--- src/rtl/clz_pipe_norm.sv ---
// Two-stage pipelined leading-zero / leading-one / trailing-zero counter with a
// normalising barrel shift. S1 captures the word plus per-byte leading-zero
// counts of the scan word; S2 merges those counts and shifts the original word.
module clz_pipe_norm #(
  parameter int WIDTH = 32,
  parameter int CW    = $clog2(WIDTH + 1)
) (
  input  logic             clk,
  input  logic             rst,
  input  logic             in_valid,
  output logic             in_ready,
  input  logic [WIDTH-1:0] in_data,
  input  logic [1:0]       in_mode,
  output logic             out_valid,
  input  logic             out_ready,
  output logic [CW-1:0]    out_count,
  output logic             out_zero,
  output logic [WIDTH-1:0] out_norm,
  output logic [1:0]       out_mode
);

  localparam int NCH = (WIDTH + 7) / 8;

  typedef enum logic [1:0] {
    MODE_CLZ = 2'b00,
    MODE_CLO = 2'b01,
    MODE_CTZ = 2'b10,
    MODE_RSV = 2'b11
  } mode_e;

  logic                  s1_valid_q;
  logic [WIDTH-1:0]      s1_data_q;
  mode_e                 s1_mode_q;
  logic [NCH-1:0][3:0]   s1_cnt_q, s1_cnt_d;

  logic                  s2_valid_q;
  logic [CW-1:0]         s2_count_q, s2_count_d;
  logic                  s2_zero_q, s2_zero_d;
  logic [WIDTH-1:0]      s2_norm_q, s2_norm_d;
  mode_e                 s2_mode_q;

  logic                  s1_load, s2_load;
  logic [WIDTH-1:0]      scan;
  logic                  chunk_stop;
  int unsigned           chunk_lz;
  int unsigned           bit_idx;
  int unsigned           total;
  logic                  found;

  assign s2_load  = !s2_valid_q || out_ready;
  assign s1_load  = !s1_valid_q || s2_load;
  assign in_ready = s1_load;

  // Map every mode onto a leading-zero scan: invert for CLO, bit-reverse for CTZ.
  always_comb begin
    scan = in_data;
    case (mode_e'(in_mode))
      MODE_CLO: scan = ~in_data;
      MODE_CTZ: begin
        for (int unsigned i = 0; i < WIDTH; i++) scan[i] = in_data[WIDTH-1-i];
      end
      default: scan = in_data;
    endcase
  end

  // Leading-zero count of each 8-bit chunk from the MSB end; the last chunk may be partial.
  always_comb begin
    s1_cnt_d   = '0;
    chunk_stop = 1'b0;
    chunk_lz   = 0;
    bit_idx    = 0;
    for (int unsigned c = 0; c < NCH; c++) begin
      chunk_stop = 1'b0;
      chunk_lz   = 0;
      for (int unsigned b = 0; b < 8; b++) begin
        if (8 * c + b < WIDTH) begin
          bit_idx = WIDTH - 1 - 8 * c - b;
          if (!chunk_stop) begin
            if (scan[bit_idx]) chunk_stop = 1'b1;
            else               chunk_lz   = chunk_lz + 1;
          end
        end
      end
      s1_cnt_d[c] = 4'(chunk_lz);
    end
  end

  // Stage 1 register: raw word, mode and chunk counts.
  always_ff @(posedge clk or posedge rst) begin
    if (rst) begin
      s1_valid_q <= 1'b0;
      s1_data_q  <= '0;
      s1_mode_q  <= MODE_CLZ;
      s1_cnt_q   <= '0;
    end else if (s1_load) begin
      s1_valid_q <= in_valid;
      if (in_valid) begin
        s1_data_q <= in_data;
        s1_mode_q <= mode_e'(in_mode);
        s1_cnt_q  <= s1_cnt_d;
      end
    end
  end

  // Merge chunk counts: accumulate full chunks until the first one holding a set bit,
  // then shift the original word; CLO shifts the complement so vacated bits fill with 1.
  always_comb begin
    total = 0;
    found = 1'b0;
    for (int unsigned c = 0; c < NCH; c++) begin
      if (!found) begin
        total = total + int'(s1_cnt_q[c]);
        if (int'(s1_cnt_q[c]) != ((WIDTH - 8 * c >= 8) ? 8 : WIDTH - 8 * c)) found = 1'b1;
      end
    end
    s2_count_d = CW'(total);
    s2_zero_d  = !found;
    case (s1_mode_q)
      MODE_CLO: s2_norm_d = ~((~s1_data_q) << s2_count_d);
      MODE_CTZ: s2_norm_d = s1_data_q >> s2_count_d;
      default:  s2_norm_d = s1_data_q << s2_count_d;
    endcase
  end

  // Stage 2 register: these are the block outputs and hold while stalled.
  always_ff @(posedge clk or posedge rst) begin
    if (rst) begin
      s2_valid_q <= 1'b0;
      s2_count_q <= '0;
      s2_zero_q  <= 1'b0;
      s2_norm_q  <= '0;
      s2_mode_q  <= MODE_CLZ;
    end else if (s2_load) begin
      s2_valid_q <= s1_valid_q;
      if (s1_valid_q) begin
        s2_count_q <= s2_count_d;
        s2_zero_q  <= s2_zero_d;
        s2_norm_q  <= s2_norm_d;
        s2_mode_q  <= s1_mode_q;
      end
    end
  end

  assign out_valid = s2_valid_q;
  assign out_count = s2_count_q;
  assign out_zero  = s2_zero_q;
  assign out_norm  = s2_norm_q;
  assign out_mode  = s2_mode_q;

endmodule

--- config.mk ---
export PLATFORM = sky130hd
export DESIGN_NAME = clz_pipe_norm
export DESIGN_NICKNAME = d
export VERILOG_FILES = /design/src/rtl/clz_pipe_norm.sv
export SDC_FILE = /design/constraint.sdc
export NUM_CORES = 1
export LEC_CHECK = 0
export CAP_MARGIN = 20
export CORE_ASPECT_RATIO = 0.9
export CORE_MARGIN = 2
export CORE_UTILIZATION = 40
export CTS_BUF_LIST = sky130_fd_sc_hd__clkbuf_2
export DETAILED_ROUTE_END_ITERATION = 16
export SETUP_SLACK_MARGIN = 0.05
export SLEW_MARGIN = 30
export SYNTH_ARGS = -nofsm -noshare
export SYNTH_HDL_FRONTEND = slang
export SYNTH_SLANG_ARGS = --single-unit
export TNS_END_PERCENT = 5
--- constraint.sdc ---
create_clock -name clk -period 9.3 [get_ports clk]
set_clock_uncertainty 0.2 [all_clocks]
set_input_delay 1.395 -clock clk [delete_from_list [all_inputs] [get_ports clk]]
set_output_delay 1.395 -clock clk [all_outputs]
set_load 0.1 [all_outputs]
==> results.txt <==
In the post-synthesis netlist, the cell with the most instances is sky130_fd_sc_hd__nand2_1. The worst-case IR drop observed on VDD is 0.0002000 V. For the worst flop-to-flop path, the logic depth is 19. The worst path meets setup with 2914 ps of slack. The run gives 1556 as the number of instances in the placed design.

The worst register-to-register path begins at s1_cnt_q[0]$_DFFE_PP0P_. Final design utilization: 45.34%. After synthesis, flip-flops and latches occupy 23.41% of the total area.

The signal on the critical path passes through ha_1, fa_1, and2_1, a21o_1, inv_1, fa_1, nand2_1, and2_1, inv_1, fa_1, mux2_2, o21ai_4, buf_4, o21ai_1, o22ai_1, a221oi_2, mux2i_1, o31ai_1, o32a_1. In the global route stage, overall resource usage came out at 29.77%. Subtracting the final worst setup slack from the clock period gives 6386 ps. The run gives 9860 as the via count of the first global-routing pass. Tracing the worst setup path back leads to its startpoint at s1_cnt_q[0]$_DFFE_PP0P_. Summed over all nets, the half-perimeter wirelength after detailed placement is 29130 um. By count the netlist is led by 138 x sky130_fd_sc_hd__nand2_1, 103 x sky130_fd_sc_hd__o21ai_0, 94 x sky130_fd_sc_hd__nor2_1, 93 x sky130_fd_sc_hd__dfrtp_1, 66 x sky130_fd_sc_hd__mux2i_1.

Fraction of synthesis flops using an asynchronous set or reset pin: 100.0%. The tools report the library cell used as clock root buffer as sky130_fd_sc_hd__clkbuf_2. In this run the power spent charging and discharging nets is 1.558 mW. The slew at the pin closest to its max-slew limit came out at 1013 ps. The synthesized design contains 0 enable-type register cells. In this run the worst hold path is classified as flip-flop to flip-flop. The tools report the maximum operating frequency as 0.1566 GHz. The synthesized design contains 93 register bits. The final instance area is 0.01103 mm2. The tool flagged a number of max-cap violations equal to 0. For the clock latency reported for the late side of the worst-skew pair, the log shows 680 ps. Clock tree synthesis found a total of 93 sinks. In this run switching power makes up 58.43% of total power.

The number of different library cells used by synthesis comes to 88. TritonCTS built the clock tree. The startpoint of the tightest hold check path is out_count[5]$_DFFE_PP0P_. The critical path runs through a total of 19 cells. The area of the core is 0.02432 mm2, and the number of antenna violations at the first check in global routing is 3.

The total vias in the final route came out at 10450. The tools report the final non-filler cell total as 1575. The logs give 8.7% for the share of total power in the clock network and 59910 um for the first-pass GRT wire length. The initial standard-cell utilization of the core was 40.87%; the count of buffers inserted at the top-level ports was 80. STA puts the critical path data required time at 9730 ps. sky130_fd_sc_hd__dfrtp_1 takes more of the synthesized area than any other cell. The headroom to the max-slew limit is 32.21%.

The final cycle utilization of the critical path works out to 68.67%. The worst setup path is of the flip-flop to flip-flop kind. The tools report the minimum setup slack after placement as 2515 ps. The most numerous cell type found on the critical path is sky130_fd_sc_hd__fa_1. The floorplan step defined a die boundary enclosing 0.02613 mm2.

The count of nets left with antenna violations once routing finished came out at 0. By area the synthesized netlist is led by sky130_fd_sc_hd__dfrtp_1 23%, sky130_fd_sc_hd__mux2i_1 6.6%, sky130_fd_sc_hd__mux2_2 6.0%. After detailed routing, the average wire length per cell comes to 24.44 um.

The sum of negative setup slack is 0 ps. Setup repair after global routing left no endpoint under its margin. Summed over all layers, the global routing overflow is 0. Of the total power, registers draw 22.4%. Y dimension of the die: 153.6 um. Worst hold-check slack: 316.7 ps. The clock-pin transition on the worst setup and hold timing paths works out to 320 ps.

The H-tree level count was 3. The slowest stage of the critical path is the sky130_fd_sc_hd__o21ai_4 cell. The Yosys warning count was 0; the peak fanout along the critical path was 28. Combinational logic burns 68.9% of the power. Counting every instance in the synthesized netlist gives 1237. The net count reported at finish came out at 1333. The tools report the number of pins exceeding their max-slew limit in the final report as 0. STA classifies the critical path endpoint as a flip-flop. Most common flop cell mapped by yosys: sky130_fd_sc_hd__dfrtp_1.

The post-CTS setup-driven buffer insertion count is 0, and the number of I/O pins is 81. The run gives 0 as the total DRC errors in the routed layout. The placed standard-cell area came out at 0.01089 mm2. The final wirelength was 38500 um; the internal power consumption was 1.109 mW.

Of the cells placed in the final design, the portion with a size suffix greater than 1 is 11.15%. Summed over all cells, the static leakage comes to 4.473 nW. The overall power was 2.667 mW; the synthesized area divided by synthesized cell count was 8.037 um2. For the number of gates resized after CTS, the log shows 0.

The hold violation count in the final report was 0. The cell family contributing the most delay on the critical path is compound AO/OA/AOI/OAI gates. The via density per instance came out at 6.632. The area growth from synthesis to layout is 10.92%. The run finished with clean final reports. The number of nets in the synthesized netlist is 1310. After floorplanning, the core was divided into 54 placement rows. The share of the synthesized area in the top cell type works out to 23.41%. At the end of routability-driven placement, the weighted congestion stood at 1.030. The largest stage delay on the critical path is 720 ps. Area of the mapped netlist: 0.009942 mm2. STA classifies the critical path startpoint as a flip-flop.

Counting instances, the worst hold path has a depth of 2. The first routing iteration left 1449 violations. The die span in x is 170.2 um.

Data on the critical path arrives at its endpoint at 6810 ps. The areal power density over the cells was 241.8 mW/mm2. Buffers inserted during clock tree synthesis total 9.

The run gives 0 as the total setup violations reported at the end of the flow. Hold repair after CTS inserted 0 buffers. The sum of buffers and inverters on the critical path was 3. The number of detailed-route iterations in the first pass came out at 8. The longest clock path from root to sink contains 2 buffers. Entering global routing, the biggest net connects 83 pins.
placed cells by master, fill, tap and decap left out, drive strengths merged, types with 7 or more instances in the layout:
| cell | synthesis | routed |
|---|---|---|
| a211oi | 11 | 11 |
| a21o | 11 | 11 |
| a21oi | 51 | 51 |
| a221oi | 33 | 33 |
| a22oi | 23 | 23 |
| a31o | 8 | 8 |
| a31oi | 24 | 24 |
| a32oi | 14 | 14 |
| and2 | 10 | 10 |
| and3 | 9 | 9 |
| buf | 43 | 24 |
| clkbuf | 50 | 11 |
| clkdlybuf4s50 | 0 | 80 |
| dfrtp | 93 | 93 |
| ha | 32 | 32 |
| inv | 44 | 46 |
| mux2 | 53 | 53 |
| mux2i | 68 | 68 |
| mux4 | 7 | 7 |
| nand2 | 139 | 139 |
| nand2b | 20 | 20 |
| nand3 | 32 | 32 |
| nor2 | 96 | 96 |
| nor2b | 13 | 13 |
| nor3 | 17 | 17 |
| o211ai | 41 | 41 |
| o21a | 10 | 10 |
| o21ai | 112 | 112 |
| o22ai | 26 | 26 |
| o31ai | 7 | 7 |
| or3 | 11 | 11 |
| xnor2 | 13 | 13 |
path summary, 6_finish.rpt:
kind	endpoint	slack (ps)
setup / recovery	out_norm[15]$_DFFE_PP0P_	2910
hold / removal	out_count[5]$_DFFE_PP0P_	320
setup reg to reg	out_norm[15]$_DFFE_PP0P_	2910
hold reg to reg	out_count[5]$_DFFE_PP0P_	320
max in group asynchronous	s1_data_q[9]$_DFFE_PP0P_	7160
min in group asynchronous	out_zero$_DFFE_PP0P_	710
kinds of logic (layout without fill, tap and decap cells):
group           after synthesis  count (layout)  synth area share [%]
compound gates              444             444                 31.21
flops                        93              93                 23.41
xor+xnor                     18              18                 1.586
fa+ha+maj                    35              35                 4.631
buf+inv                     138             166                 6.204
other cells                   0               2                     0
simple gates                381             381                 18.36
mux                         128             128                 14.60
worst register-to-register path, delay by kind of cell (launching register included):
| kind | cells | cell delay (ps) |
|---|---|---|
| mux | 2 | 890 |
| flops | 1 | 550 |
| simple gates | 3 | 400 |
| buf+inv | 3 | 520 |
| compound gates | 7 | 1960 |
| fa+ha+maj | 4 | 1820 |
registers in the layout (all words and copies together), names as in the netlist:
signal and cells:
out_norm 32, s1_data_q 32, s1_cnt_q 16, out_count 6
out_mode 2, s1_mode_q 2, out_valid 1, out_zero 1
s1_valid_q 1
power groups by stage:
stage	clock network (mW)	registers, mW	logic (mW)
floorplan	0	1.04	0.843
global placement	0	0.602	1.79
detailed placement	0	0.603	1.78
CTS	0.239	0.596	1.79
global route	0.251	0.610	1.93
finish	0.233	0.596	1.84
cell type report:
cell class                      count  area [um2]
Antenna cell                        2       5.005
Clock buffer                       10       50.05
Clock inverter                      6       70.07
Fill cell                        2473       13300
Inverter                           45       171.4
Multi-Input combinational cell   1006        7029
Sequential cell                    93        2327
Tap cell                          308       385.4
Timing Repair Buffer              105       989.7
routing by layer:
metal / wire length, um / up-vias / share of wire [%] / track usage, %
met1: 17310 / 5042 / 45 / 43.02
li1: - / 4747 / - / -
met2: 16000 / 573 / 42 / 42.99
met5: 37 / - / 0.096 / 1.134
met4: 1079 / 2 / 2.8 / 9.158
met3: 4068 / 82 / 11 / 8.082
Note: power is estimated with default switching activity, not from simulation.
